===== src/rtl/fitness_pkg.sv =====
// fitness_pkg: shared state encoding and widths for the workout timer controller.
package fitness_pkg;
  localparam int SETTINGS_W = 8;
  localparam int TIME_W = 8;
  localparam int SEC_W = 6;
  localparam logic [SEC_W-1:0] SEC_MAX = 6'd59;
  typedef enum logic [2:0] {IDLE, LOAD, RUN, PAUSE, DONE} state_t;
endpackage


===== src/rtl/fitness_timer_ctrl_if.sv =====
// fitness_timer_ctrl_if: switch/button inputs, calculator link and display outputs of the timer controller.
//   master: drives settings/start/pause and the calculator result calc_time
//   slave : the controller; drives calc_bits, minutes, seconds, busy, paused, done
interface fitness_timer_ctrl_if;
  import fitness_pkg::*;
  logic [SETTINGS_W-1:0] settings;
  logic start;
  logic pause;
  logic [SETTINGS_W-1:0] calc_bits;
  logic [TIME_W-1:0] calc_time;
  logic [TIME_W-1:0] minutes;
  logic [SEC_W-1:0] seconds;
  logic busy;
  logic paused;
  logic done;
  modport master (
    output settings, start, pause, calc_time,
    input  calc_bits, minutes, seconds, busy, paused, done
  );
  modport slave (
    input  settings, start, pause, calc_time,
    output calc_bits, minutes, seconds, busy, paused, done
  );
endinterface


===== src/rtl/tick_gen.sv =====
// tick_gen: prescaler counting 0..CLK_HZ-1 while enabled, one-cycle tick on wrap.
//   clk, rst : clock, synchronous active-high reset
//   en       : count enable; the count holds when low
//   clr      : synchronous clear back to 0
//   tick     : high in the cycle the enabled count wraps
module tick_gen #(
  parameter int CLK_HZ = 50_000_000
) (
  input  logic clk,
  input  logic rst,
  input  logic en,
  input  logic clr,
  output logic tick
);
  localparam int W = $clog2(CLK_HZ);
  logic [W-1:0] cnt_q, cnt_d;
  assign tick = en && cnt_q == W'(CLK_HZ - 1);
  always_comb cnt_d = clr ? '0 : tick ? '0 : en ? cnt_q + W'(1) : cnt_q;
  always_ff @(posedge clk) cnt_q <= rst ? '0 : cnt_d;
endmodule


===== src/rtl/fitness_timer_ctrl.sv =====
// fitness_timer_ctrl: latches user settings for the time calculator and runs a pausable mm:ss countdown.
//   clk, rst : clock, synchronous active-high reset
//   io       : slave side of fitness_timer_ctrl_if (settings/start/pause/calc_time in;
//              calc_bits/minutes/seconds/busy/paused/done out, all registered)
module fitness_timer_ctrl
  import fitness_pkg::*;
#(
  parameter int CLK_HZ = 50_000_000
) (
  input logic clk,
  input logic rst,
  fitness_timer_ctrl_if.slave io
);
  state_t state_q, state_d;
  logic [SETTINGS_W-1:0] calc_bits_q, calc_bits_d;
  logic [TIME_W-1:0] minutes_q, minutes_d;
  logic [SEC_W-1:0] seconds_q, seconds_d;
  logic busy_q, busy_d, paused_q, paused_d, done_q, done_d;
  logic start_q, pause_q;
  logic start_rise, pause_rise, tick_en, tick, last_sec;
  assign start_rise = io.start & ~start_q;
  assign pause_rise = io.pause & ~pause_q;
  // A cycle that pauses or aborts must not advance the prescaler, so the
  // count resumes exactly where it stopped.
  assign tick_en = state_q == RUN && !start_rise && !pause_rise;
  assign last_sec = minutes_q == '0 && seconds_q == SEC_W'(1);
  tick_gen #(.CLK_HZ(CLK_HZ)) u_tick (
    .clk  (clk),
    .rst  (rst),
    .en   (tick_en),
    .clr  (start_rise),
    .tick (tick)
  );
  always_comb begin
    state_d = state_q;
    calc_bits_d = calc_bits_q;
    minutes_d = minutes_q;
    seconds_d = seconds_q;
    case (state_q)
      IDLE, DONE: begin
        if (start_rise) begin
          calc_bits_d = io.settings;
          state_d = LOAD;
        end
      end
      LOAD: begin
        minutes_d = io.calc_time;
        seconds_d = '0;
        state_d = io.calc_time == '0 ? DONE : RUN;
      end
      RUN, PAUSE: begin
        if (start_rise) begin
          state_d = IDLE;
          minutes_d = '0;
          seconds_d = '0;
        end else if (pause_rise) begin
          state_d = state_q == RUN ? PAUSE : RUN;
        end else if (tick) begin
          seconds_d = seconds_q == '0 ? SEC_MAX : seconds_q - SEC_W'(1);
          minutes_d = seconds_q == '0 ? minutes_q - TIME_W'(1) : minutes_q;
          state_d = last_sec ? DONE : RUN;
        end
      end
      default: state_d = IDLE;
    endcase
    busy_d = state_d inside {LOAD, RUN, PAUSE};
    paused_d = state_d == PAUSE;
    done_d = state_d == DONE;
  end
  always_ff @(posedge clk) begin
    if (rst) begin
      state_q <= IDLE;
      calc_bits_q <= '0;
      minutes_q <= '0;
      seconds_q <= '0;
      busy_q <= 1'b0;
      paused_q <= 1'b0;
      done_q <= 1'b0;
      start_q <= 1'b0;
      pause_q <= 1'b0;
    end else begin
      state_q <= state_d;
      calc_bits_q <= calc_bits_d;
      minutes_q <= minutes_d;
      seconds_q <= seconds_d;
      busy_q <= busy_d;
      paused_q <= paused_d;
      done_q <= done_d;
      start_q <= io.start;
      pause_q <= io.pause;
    end
  end
  assign io.calc_bits = calc_bits_q;
  assign io.minutes = minutes_q;
  assign io.seconds = seconds_q;
  assign io.busy = busy_q;
  assign io.paused = paused_q;
  assign io.done = done_q;
endmodule

===== src/flat_wrapper.sv =====
// flat-port wrapper written by rule: the top's interface ports become plain ports
module fitness_timer_ctrl_flat import fitness_pkg::*;
#(
  parameter int CLK_HZ = 50_000_000
)
  (clk, rst, io_settings, io_start, io_pause, io_calc_time, io_calc_bits, io_minutes, io_seconds, io_busy, io_paused, io_done);
  fitness_timer_ctrl_if io_i ();
  input logic clk;
  input logic rst;
  input wire logic [$bits(io_i.settings)-1:0] io_settings;
  input wire logic [$bits(io_i.start)-1:0] io_start;
  input wire logic [$bits(io_i.pause)-1:0] io_pause;
  input wire logic [$bits(io_i.calc_time)-1:0] io_calc_time;
  output wire logic [$bits(io_i.calc_bits)-1:0] io_calc_bits;
  output wire logic [$bits(io_i.minutes)-1:0] io_minutes;
  output wire logic [$bits(io_i.seconds)-1:0] io_seconds;
  output wire logic [$bits(io_i.busy)-1:0] io_busy;
  output wire logic [$bits(io_i.paused)-1:0] io_paused;
  output wire logic [$bits(io_i.done)-1:0] io_done;
  assign io_i.settings = io_settings;
  assign io_i.start = io_start;
  assign io_i.pause = io_pause;
  assign io_i.calc_time = io_calc_time;
  assign io_calc_bits = io_i.calc_bits;
  assign io_minutes = io_i.minutes;
  assign io_seconds = io_i.seconds;
  assign io_busy = io_i.busy;
  assign io_paused = io_i.paused;
  assign io_done = io_i.done;
  fitness_timer_ctrl #(.CLK_HZ(CLK_HZ)) u_core (.clk(clk), .rst(rst), .io(io_i));
endmodule

===== config.mk =====
export PLATFORM = sky130hd
export DESIGN_NAME = fitness_timer_ctrl_flat
export DESIGN_NICKNAME = d
export VERILOG_FILES = /design/src/rtl/fitness_pkg.sv /design/src/rtl/fitness_timer_ctrl_if.sv /design/src/rtl/tick_gen.sv /design/src/rtl/fitness_timer_ctrl.sv /design/src/flat_wrapper.sv
export SDC_FILE = /design/constraint.sdc
export NUM_CORES = 1
export LEC_CHECK = 0
export ABC_AREA = 0
export ABC_CLOCK_PERIOD_IN_PS = 9900
export CORE_MARGIN = 2
export CORE_UTILIZATION = 50
export DETAILED_ROUTE_END_ITERATION = 8
export PLACE_DENSITY = 0.82
export SLEW_MARGIN = 20
export SYNTH_ARGS = -nofsm -noshare
export SYNTH_HDL_FRONTEND = slang
export SYNTH_HIERARCHICAL = 1
export SYNTH_SLANG_ARGS = --single-unit

===== constraint.sdc =====
create_clock -name clk -period 9.9 [get_ports clk]
set_clock_uncertainty 0.05 [all_clocks]
set_input_delay 2.475 -clock clk [delete_from_list [all_inputs] [get_ports clk]]
set_output_delay 2.475 -clock clk [all_outputs]
set_load 0.02 [all_outputs]

# == Word-level counts from Yosys, hierarchy flattened ==
# Index checks and enable logic that the tools add are counted.
# word_totals
regBits,56
word_cells,66
inputBits,20
out_inout_bits,25
# classes
add_sub_neg,3
reduce_logical,18
muxes,18
bitwise_logic,4
n_eq_ne,13
# ops
op,n
8-bit 2-to-1 mux,4
26-bit by 1-bit adder with 26-bit output (second input constant),1
26-bit equality test (second input constant),1
6-bit 2-to-1 mux,4
3-bit 2-to-1 mux,6
8-bit zero test,2
8-bit one-hot mux with 2 select lines,1
3-bit by 2-bit equality test with 1-bit output (second input constant),4
6-bit one-hot mux with 2 select lines,1
3-bit one-hot mux with 3 select lines,1
8-bit by 1-bit subtractor with 8-bit output (second input constant),1
3-bit by 1-bit equality test with 1-bit output (second input constant),2
3-bit equality test (second input constant),2
6-bit by 1-bit equality test with 1-bit output (second input constant),1
6-bit zero test,1
3-bit by 2-bit inequality test with 1-bit output (second input constant),2
6-bit by 1-bit subtractor with 6-bit output (second input constant),1
1-bit logical AND,4
4-bit AND reduction,1
2-bit OR reduction,2
3-bit zero test,1
3-bit by 1-bit inequality test with 1-bit output (second input constant),1
3-bit AND reduction,1
3-bit nonzero test,1
other kinds (7),10

# == Depth between registers and ports, before layout ==
# Gate-level depths: netlist (run 1).
# depth
word_depth,12
mapped_depth,12
depth_no_buf,10

# == Modules after synthesis ==
# The synthesis (run 1) kept the hierarchy.
# by_module_without_submodules
mod,cells_each,instances,seq_area_each_um2,area_per_inst_um2
fitness_timer_ctrl,196,1,600.6,1639.1
tick_gen,143,1,520.5,1260.0

# == Worst setup path after synthesis (run 1) ==
# No wires, ideal clock.
# synth_path
kind,in2reg
startpoint,input port io_start
endpoint,register u_core.minutes_q[4] (netlist: u_core/io.minutes[4])
path_stages,11
t_arrival_ps,5839
path_buffers,1
slack_ps,3896
setup_ps,116
required_time_ps,9734
path_cell_list,or2b_2 inv_1 clkbuf_1 nor4_1 nand3_1 or4_1 nor3_1 nand2_1 o311ai_4 o311ai_1 a31o_1
# synth_between
elab_chain_cells,7
word_cells_on_any_way,11
classes_between,eq/ne: 3; mux: 2; bitwise: 1; reduce/logical: 5
# synth_lines
element,line_no,rtl
"start, declared",flat_wrapper.sv:11,input wire logic [$bits(io_i.start)-1:0] io_start;
1-bit AND,fitness_timer_ctrl.sv:21,assign start_rise = io.start & ~start_q;
via u_core.start_rise,fitness_timer_ctrl.sv:20,"logic start_rise, pause_rise, tick_en, tick, last_sec;"
1-bit zero test,fitness_timer_ctrl.sv:25,assign tick_en = state_q == RUN && !start_rise && !pause_rise;
1-bit logical AND (2 in a row),fitness_timer_ctrl.sv:25,
via u_core.tick_en,fitness_timer_ctrl.sv:20,
1-bit logical AND,tick_gen.sv:17,assign tick = en && cnt_q == W'(CLK_HZ - 1);
via u_core.tick,fitness_timer_ctrl.sv:20,
3-bit by 2-bit inequality test with 1-bit output (no line),n/a,
4-bit AND reduction (no line),n/a,
"end signal, assigned",fitness_timer_ctrl.sv:84,minutes_q <= minutes_d;
"end, declared",fitness_timer_ctrl.sv:16,"logic [TIME_W-1:0] minutes_q, minutes_d;"
# The timed path passes the listed nets, and every way through them passes these cells.
# A chain may end at the register's enable or synchronous reset.

# == Worst setup path after layout (run 1) ==
# layout_path
startpoint,input port io_start
endpoint,register u_core.minutes_q[6] (netlist: u_core/io.minutes[6])
# layout_between
elab_chain_cells,7
word_cells_on_any_way,11
classes_between,eq/ne: 3; mux: 2; bitwise: 1; reduce/logical: 5
# layout_lines
element,line_no
1-bit AND,fitness_timer_ctrl.sv:21
1-bit zero test,fitness_timer_ctrl.sv:25
1-bit logical AND (2 in a row),fitness_timer_ctrl.sv:25
via u_core.tick_en,fitness_timer_ctrl.sv:20
1-bit logical AND,tick_gen.sv:17
via u_core.tick,fitness_timer_ctrl.sv:20
3-bit by 2-bit inequality test with 1-bit output (no line),n/a
4-bit AND reduction (no line),n/a
# The timed path passes the listed nets, and every way through them passes these cells.

==> results.toml, run 1 <==
[timing]
tightest_slew_ps = 1030
whs_ps = 410
rsz0062_at_grt = "false"
setup_ws_ps = 3080
setup_viol = 0
finalHoldViolations = 0
min_period_ps = 6820
relSlewSlack_pct = 31.0
max_freq_ghz = 0.147
setup_tns_ps = 0
slew_violations = 0
post-route-period-util_pct = 68.9

[setup_path]
worstPathCellList = "clkdlybuf4s50_1 -> or2b_2 -> inv_1 -> nor4_1 -> nand3_1 -> or4_1 -> nor3_1 -> nand2_1 -> o311ai_4 -> nand2_2 -> o32ai_1"
arrival_ps = 6980
crit_slowest_cell = "nor4_1"
crit_type = "in -> reg"
r2r_start = "u_core/state_q[1]"
max_stage_delay_ps = 860
rr_endpoint = "u_core/io.minutes[6]"
worst-path-buf-inv = 2
end_kind = "flip-flop"
crit_required_ps = 10060
crit_path_max_fanout = 16
ff2ff_setup_slack_ps = 5020
critPathTopFamily = "simple AND/OR/NAND/NOR gates"
reg2reg_depth = 9
cp-start-kind = "primary input"

[final_layout]
final_area_um2 = 3450
antenna_cells = 0
drive_gt1_share_pct = 7.16
num-nets-final = 402
area_growth_pct = 19.2

[power_and_ir_drop]
max-vdd-ir-drop_v = 0.0000730
pwr-share-comb_pct = 17.3
p_clk_share_pct = 28.6
power_density_nw_per_um2 = 128
power.total_mw = 0.441
internal_power_mw = 0.316
p_leak_nw = 1.10
p_seq_share_pct = 54.2
swShare_pct = 28.5
switching_power_mw = 0.126

[place]
place_congestion = 0.881
place_hpwl_mm = 4.85
dp_slack_ps = 2890
place_area_um2 = 3360
io_buffers = 44

[global_routing]
grt_start_max_net_pins = 34
antenna_found_initial = 0
gr-total-overflow = 0
grt_pass1_vias = 2581
grt_usage_pct = 22.2
grt_pass1_wl_mm = 11.4

[logic_synthesis]
syn_inst = 339
avgSynthCellArea_um2 = 8.55
ys_seq_area_share_pct = 38.7
synth_compound_area_share_pct = 22.1
synth-async-reset-ratio_pct = 0
yosys_register_bits = 56
synth_area_leaders = "dfxtp_1 39%, a21oi_1 6.2%, nand2_1 3.9%, o21ai_0 3.1%, ha_1 2.6%"
synth_ff_type = "dfxtp_1"
netlist.area_leader.share_pct = 38.7
synthSimpleGateAreaFrac_pct = 28.7
muxShareOfSynthArea_pct = 0.691
synth.most_common_cell = "dfxtp_1"
yosys-top-cells-count = "56 x dfxtp_1, 36 x a21oi_1, 30 x nand2_1"
syn_nets = 365
synthXorXnorAreaFrac_pct = 3.63
synth_top_area_cell = "dfxtp_1"
synth-adder-area-share_pct = 2.59
yosysUniqueCellTypes = 61
synth_top_family_by_area = "simple AND/OR/NAND/NOR gates"
synth_edf_count = 0
syn_area_um2 = 2900
yosysWarnings = 6

[clock_network]
tritoncts = "done"
clock_path_buffers = 2
post_cts_buffers = 0
cts_buffers = 5
cts_root_buf = "clkbuf_8"
htreeDepth = 2
clock_latency_ps = 310
clock_sinks = 56
post_cts_resized = 0
hold_buffers = 0
clkTransAtPathRegs_ps = 100

[die]
io_pins = 45
num_rows = 27
die_area_um2 = 6420
core_area_um2 = 5540
start_util_pct = 52.3
fp.dieW_um = 80.1
dieHeight_um = 80.1

[drt]
drc = 0
drtIter0Drc = 202
wire_per_inst_um = 15.3
num_vias = 2748
firstDrtPassIters = 5
totalWireLength_mm = 6.89
final_antenna_net_count = 0
viasPerCell = 6.12

[flow_run]
cap_violations = 0

[hold_path]
hold_path_end = "u_core/io.calc_bits[7]"
hold_path_class = "reg -> reg"
min_path_cells = 2
hp-start = "u_core/io.calc_bits[7]"

[outcome]
status = "completed"
## sequential cells by signal (all words and copies together), names as in the netlist
| register | cells |
|---|---|
| u_core/io.busy | 1 |
| u_core/io.calc_bits | 8 |
| u_core/io.done | 1 |
| u_core/io.minutes | 8 |
| u_core/io.paused | 1 |
| u_core/io.seconds | 6 |
| u_core/pause_q | 1 |
| u_core/start_q | 1 |
| u_core/state_q | 3 |
| u_core/u_tick/cnt_q | 26 |
## layout make-up
class,instances,area (um^2)
clock buffer,5,68.8
clock inverter,3,21.3
fill,485,2090
inverter,9,33.8
multi-input combinational,259,1670
sequential,56,1120
tap,72,90.1
timing repair buffer,45,448
## power groups by stage
| stage | combinational (mW) | clock [mW] | sequential, mW |
|---|---|---|---|
| after floorplan | 0.0403 | 0 | 0.249 |
| after global placement | 0.0737 | 0 | 0.244 |
| after detailed placement | 0.0752 | 0 | 0.244 |
| after CTS | 0.0756 | 0.132 | 0.239 |
| after global routing | 0.0826 | 0.139 | 0.240 |
| final | 0.0763 | 0.126 | 0.239 |
## kinds of logic after synthesis
kind of cell	after synthesis
AO/OA/AOI/OAI	95
multiplexers	2
AND/OR/NAND/NOR	144
XOR/XNOR	12
buffers and inverters	24
flip-flops	56
adder cells (fa/ha/maj)	6
## worst min-delay path: cells and delay by family (launching register included)
| kind | cells | cell delay [ps] |
|---|---|---|
| flops | 1 | 320 |
| simple gates | 1 | 50 |
| compound gates | 1 | 50 |
## worst max-delay path by stage
stage / from / endpoint / slack, ps / cells after the start
floorplan: io_start / u_core/io.minutes[4] / 3900 / 11
global route: io_start / u_core/io.minutes[2] / 2800 / 11
CTS: io_start / u_core/io.minutes[4] / 3230 / 11
global placement: io_start / u_core/io.minutes[4] / 3130 / 11
finish: io_start / u_core/io.minutes[6] / 3080 / 11
detailed placement: io_start / u_core/io.minutes[4] / 2890 / 11
## routing by layer
layer  track usage [%]  wire length [um]  vias up
met5                 0                 0        -
met4              7.63                95        0
met3              4.27               365       11
met2              38.8              3380       87
met1              27.1              3050     1300
li1                  -                 -     1350
## through the flow
| step | instances | utilization [%] |
|---|---|---|
| CTS | 449 | 62.4 |
| global route | 449 | 62.4 |
| finish | 449 | 62.4 |
| global placement | 441 | 60.7 |
| floorplan | 339 | - |
| detailed placement | 441 | 60.7 |
## cell usage in the layout, fill, tap and decap left out, types with 3 or more instances in the layout
cell,instances
clkbuf_8,5
nand2b_1,7
or3_1,8
dfxtp_1,56
nand2_1,30
clkdlybuf4s50_1,44
nor2b_1,4
nor3_1,9
nand3_1,13
inv_1,9
or4_1,9
xnor2_1,5
ha_1,6
a21oi_1,36
xor2_1,7
and3_1,5
nand4_1,6
a211oi_1,8
nor2_1,19
a311oi_1,5
o32ai_1,3
or2_2,3
nor4_1,9
o31ai_1,6
o21ai_0,18
Power figures use the tool's default switching activity.
==> run 2: changes to the inputs <==
ABC_CLOCK_PERIOD_IN_PS = 5800   (was 9900)
CORE_UTILIZATION = 48   (was 50)
clock period = 5.8 ns   (was 9.9 ns; I/O delays follow)
==> run 2 against run 1 <==
  * Critical path depth up 1
  * Routed wire length down 2.3%
  * First-iteration DRC count fell by 6.4%
  * Clock power grew 70%
  * Worst setup slack got worse by 2100 ps
  * Non-clock buffer count rose by 3
  * Critical endpoint is now u_core/io.busy
  * Largest power group unchanged
==> results.toml, run 2 (same netlist as run 1, synthesis figures left out) <==
[outcome]
status = "completed"

[setup_path]
end_kind = "flip-flop"
arrival_ps = 5010
crit_required_ps = 5970
cp-start-kind = "primary input"
reg2reg_depth = 10
crit_type = "in -> reg"
crit_path_max_fanout = 16

[place]
place_hpwl_mm = 4.73
place_area_um2 = 3390
dp_slack_ps = 684
place_congestion = 0.882
io_buffers = 44

[clock_network]
htreeDepth = 2
tritoncts = "done"
hold_buffers = 0
clock_path_buffers = 2
cts_buffers = 5
clock_latency_ps = 310
cts_root_buf = "clkbuf_8"
clkTransAtPathRegs_ps = 100
post_cts_resized = 0
post_cts_buffers = 0
clock_sinks = 56

[timing]
post-route-period-util_pct = 83.5
max_freq_ghz = 0.206
tightest_slew_ps = 932
setup_tns_ps = 0
setup_ws_ps = 957
setup_viol = 0
relSlewSlack_pct = 37.7
rsz0062_at_grt = "false"
slew_violations = 0
finalHoldViolations = 0
min_period_ps = 4840

[die]
io_pins = 45
dieHeight_um = 81.7
die_area_um2 = 6680
num_rows = 28
core_area_um2 = 5890
start_util_pct = 49.3
fp.dieW_um = 81.7

[power_and_ir_drop]
p_leak_nw = 1.11
max-vdd-ir-drop_v = 0.000187
power_density_nw_per_um2 = 216

[final_layout]
area_growth_pct = 20.0
final_common_cell = "dfxtp_1"
final_area_um2 = 3480
largest-register = "u_core/u_tick/cnt_q"
drive_gt1_share_pct = 7.63
antenna_cells = 0
mostFrequentLayoutCells = "56 x dfxtp_1, 44 x clkdlybuf4s50_1, 36 x a21oi_1"
largest_reg_flops = 26
num-nets-final = 405

[global_routing]
grt_util_met2_pct = 36.5
grt_pass1_vias = 2539
use_met3_pct = 4.51
grt_start_max_net_pins = 34
gr-total-overflow = 0
grt_usage_pct = 20.9
antenna_found_initial = 0
grt_pass1_wl_mm = 11.1
gr-max-usage-layer = "met2"
use_met1_pct = 26.1

[drt]
num_vias = 2733
totalWireLength_mm = 6.73
final_antenna_net_count = 0
firstDrtPassIters = 4
drc = 0
viasPerCell = 6.01
drtIter0Drc = 189
wire_per_inst_um = 14.8

[flow_run]
cap_violations = 0

[hold_path]
min_path_cells = 2
hold_path_class = "reg -> reg"
run 2: changes by cell type in the layout (fill, tap and decap cells not counted):
cell	delta
buf_4	+3
clkbuf_1	+1
clkinv_2	-1
clkinv_4	+1
inv_6	-1
run 2: worst paths after layout:
kind | startpoint | end | slack (ps)
min reg2reg | u_core/io.calc_bits[1] | u_core/io.calc_bits[1] | 410
max | io_start | u_core/io.busy | 960
max reg2reg | u_core/state_q[1] | u_core/io.busy | 1910
min | u_core/io.calc_bits[1] | u_core/io.calc_bits[1] | 410
run 2: layer usage:
metal | routed length, um | up-vias
li1 | - | 1356
met1 | 2930 | 1283
met2 | 3340 | 86
met3 | 411 | 8
met4 | 48 | 0
met5 | 0 | -
run 2: through the flow:
step	power [mW]	std cells	util [%]	hold WS (ps)
after CTS	0.757	455	59.1	414
final	0.753	455	59.1	411
after global placement	0.543	447	57.6	391
after floorplan	0.495	339	-	415
after detailed placement	0.546	447	57.6	401
after global routing	0.785	455	59.1	436
run 2: layout make-up:
| class | instances | area, um^2 |
|---|---|---|
| Fill cell | 510 | 2410 |
| Multi-Input combinational cell | 259 | 1670 |
| Sequential cell | 56 | 1120 |
| Timing Repair Buffer | 48 | 470 |
| Tap cell | 75 | 93.8 |
| Clock buffer | 6 | 72.6 |
| Inverter | 9 | 33.8 |
| Clock inverter | 2 | 16.3 |
run 2: critical path, cell delays in order:
cell and delay, ps:
clkdlybuf4s50_1 420, or2b_2 240, inv_1 240, nor4_1 340
buf_4 200, nand3_1 120, or4_1 590, nor3_1 170
buf_4 180, nor4b_2 550, nand4_1 270, and3b_1 250
run 2: where the power goes:
group          internal (mW)  switching (mW)
combinational         0.0574          0.0737
clock                 0.0862           0.128
sequential             0.396          0.0116
==> run 3: changes to the inputs <==
ABC_CLOCK_PERIOD_IN_PS = 4500   (was 5800)
CORE_UTILIZATION = 50   (was 48)
clock period = 4.5 ns   (was 5.8 ns; I/O delays follow)
==> run 3 against run 2 <==
  * Power increased by 31%
  * Utilization increased by 4.4 points
  * Largest power group unchanged
  * Sequential share of layout area down 0.34 points
  * Clock power grew 36%
  * Sequential cell count stayed put
  * Global-route usage grew 1.1 points
==> results.toml, run 3 (same netlist as run 1, synthesis figures left out) <==
[clock_network]
clkTransAtPathRegs_ps = 110
hold_buffers = 0
post_cts_resized = 0
cts_buffers = 5
htreeDepth = 2
post_cts_buffers = 0
cts_root_buf = "clkbuf_8"
clock_latency_ps = 320
clock_sinks = 56
clock_path_buffers = 2
tritoncts = "done"

[drt]
drc = 0
viasPerCell = 6.11
firstDrtPassIters = 5
totalWireLength_mm = 6.84
wire_per_inst_um = 15.0
drtIter0Drc = 198
num_vias = 2786
final_antenna_net_count = 0

[global_routing]
grt_start_max_net_pins = 23
gr-total-overflow = 0
antenna_found_initial = 0
grt_pass1_vias = 2532
grt_usage_pct = 22.0
grt_pass1_wl_mm = 11.4

[final_layout]
final_common_cell = "dfxtp_1"
largest_reg_flops = 26
drive_gt1_share_pct = 9.11
final_area_um2 = 3520
num-nets-final = 409
mostFrequentLayoutCells = "56 x dfxtp_1, 44 x clkdlybuf4s50_1, 36 x a21oi_1"
final_util_pct = 63.5
fillCellCount = 476
antenna_cells = 0
area_growth_pct = 21.3
largest-register = "u_core/u_tick/cnt_q"

[timing]
setup_tns_ps = 0
post-route-period-util_pct = 90.1
max_freq_ghz = 0.247
setup_viol = 0
min_period_ps = 4050
finalHoldViolations = 0
rsz0062_at_grt = "false"
tightest_slew_ps = 880
whs_ps = 412
slew_violations = 0
relSlewSlack_pct = 41.2

[place]
io_buffers = 44
place_congestion = 0.857
place_area_um2 = 3420
place_hpwl_mm = 4.88

[power_and_ir_drop]
max-vdd-ir-drop_v = 0.000140
p_clk_share_pct = 29.5
p_leak_nw = 1.14
internal_power_mw = 0.701
p_seq_share_pct = 53.2
power_density_nw_per_um2 = 281
swShare_pct = 29.1
pwr-share-comb_pct = 17.4
switching_power_mw = 0.288

[setup_path]
worstPathCellList = "clkdlybuf4s50_1 -> or2b_2 -> inv_1 -> nor4_2 -> nand3_1 -> or4_1 -> nor3_1 -> nand2_1 -> o311ai_4 -> nand2_2 -> o32ai_1"
crit_path_max_fanout = 8
cp-startpoint = "io_start"
end_kind = "flip-flop"
crit_type = "in -> reg"
crit_required_ps = 4680
crit_slowest_cell = "or4_1"
cp-start-kind = "primary input"
r2r_start = "u_core/state_q[1]"
max_stage_delay_ps = 600
arrival_ps = 4230

[hold_path]
hp-start = "u_core/io.calc_bits[3]"
hold_path_class = "reg -> reg"

[outcome]
status = "completed"

[die]
num_rows = 27
io_pins = 45
start_util_pct = 52.3
die_area_um2 = 6420
fp.dieW_um = 80.1
dieHeight_um = 80.1
core_area_um2 = 5540

[flow_run]
cap_violations = 0
[run 3: changes by cell type in the layout (fill, tap and decap cells not counted)]
cell,previous run,this run
clkbuf_1,1,0
nor4_1,9,8
buf_4,4,8
clkinv_4,1,0
inv_6,0,2
nor4_2,0,1
[run 3: worst paths after layout]
path | to | slack (ps) | cells after the start
worst max-delay path | u_core/io.minutes[2] | 450 | 11
worst max register to register | u_core/io.minutes[2] | 1180 | 10
worst min-delay path | u_core/io.calc_bits[3] | 410 | 2
worst min register to register | u_core/io.calc_bits[3] | 410 | 2
[run 3: metrics by stage]
step / cells / setup slack (ps) / power [mW]
2_1_floorplan: 339 / 69.4 / 0.638
3_3_place_gp: 448 / 255 / 0.704
3_5_place_dp: 448 / 124 / 0.707
4_1_cts: 456 / 446 / 0.993
5_1_grt: 456 / 212 / 1.03
6_report: 456 / 446 / 0.989
[run 3: worst max-delay path, delay by kind of cell]
kind / cells / cell delay (ps)
simple gates: 7 / 1870
buf+inv: 2 / 510
compound gates: 2 / 710
[run 3: routing by layer]
layer	vias to the layer above	routed length, um	share of wire, %	GRT usage, %
met5	-	0	0	0
met4	0	95	1.4	6.78
met3	10	450	6.6	4.49
met2	102	3380	49	38.3
met1	1311	2920	43	27.3
li1	1363	-	-	-
[run 3: cell type report]
cell class              instances  area, um^2  area share [%]
multi-input cells             259        1680            47.7
well taps                      72        90.1            2.56
inverters                       9        33.8           0.961
clock buffers                   5        68.8            1.96
clock inverters                 3        25.0           0.711
flip-flops and latches         56        1120            31.9
repair buffers                 52         500            14.2
[run 3: power by group through the flow]
stage | logic, mW | clock network (mW) | registers, mW
after floorplan | 0.0890 | 0 | 0.549
after global placement | 0.167 | 0 | 0.536
after detailed placement | 0.169 | 0 | 0.537
after CTS | 0.171 | 0.297 | 0.526
after global routing | 0.186 | 0.318 | 0.528
final | 0.172 | 0.291 | 0.526
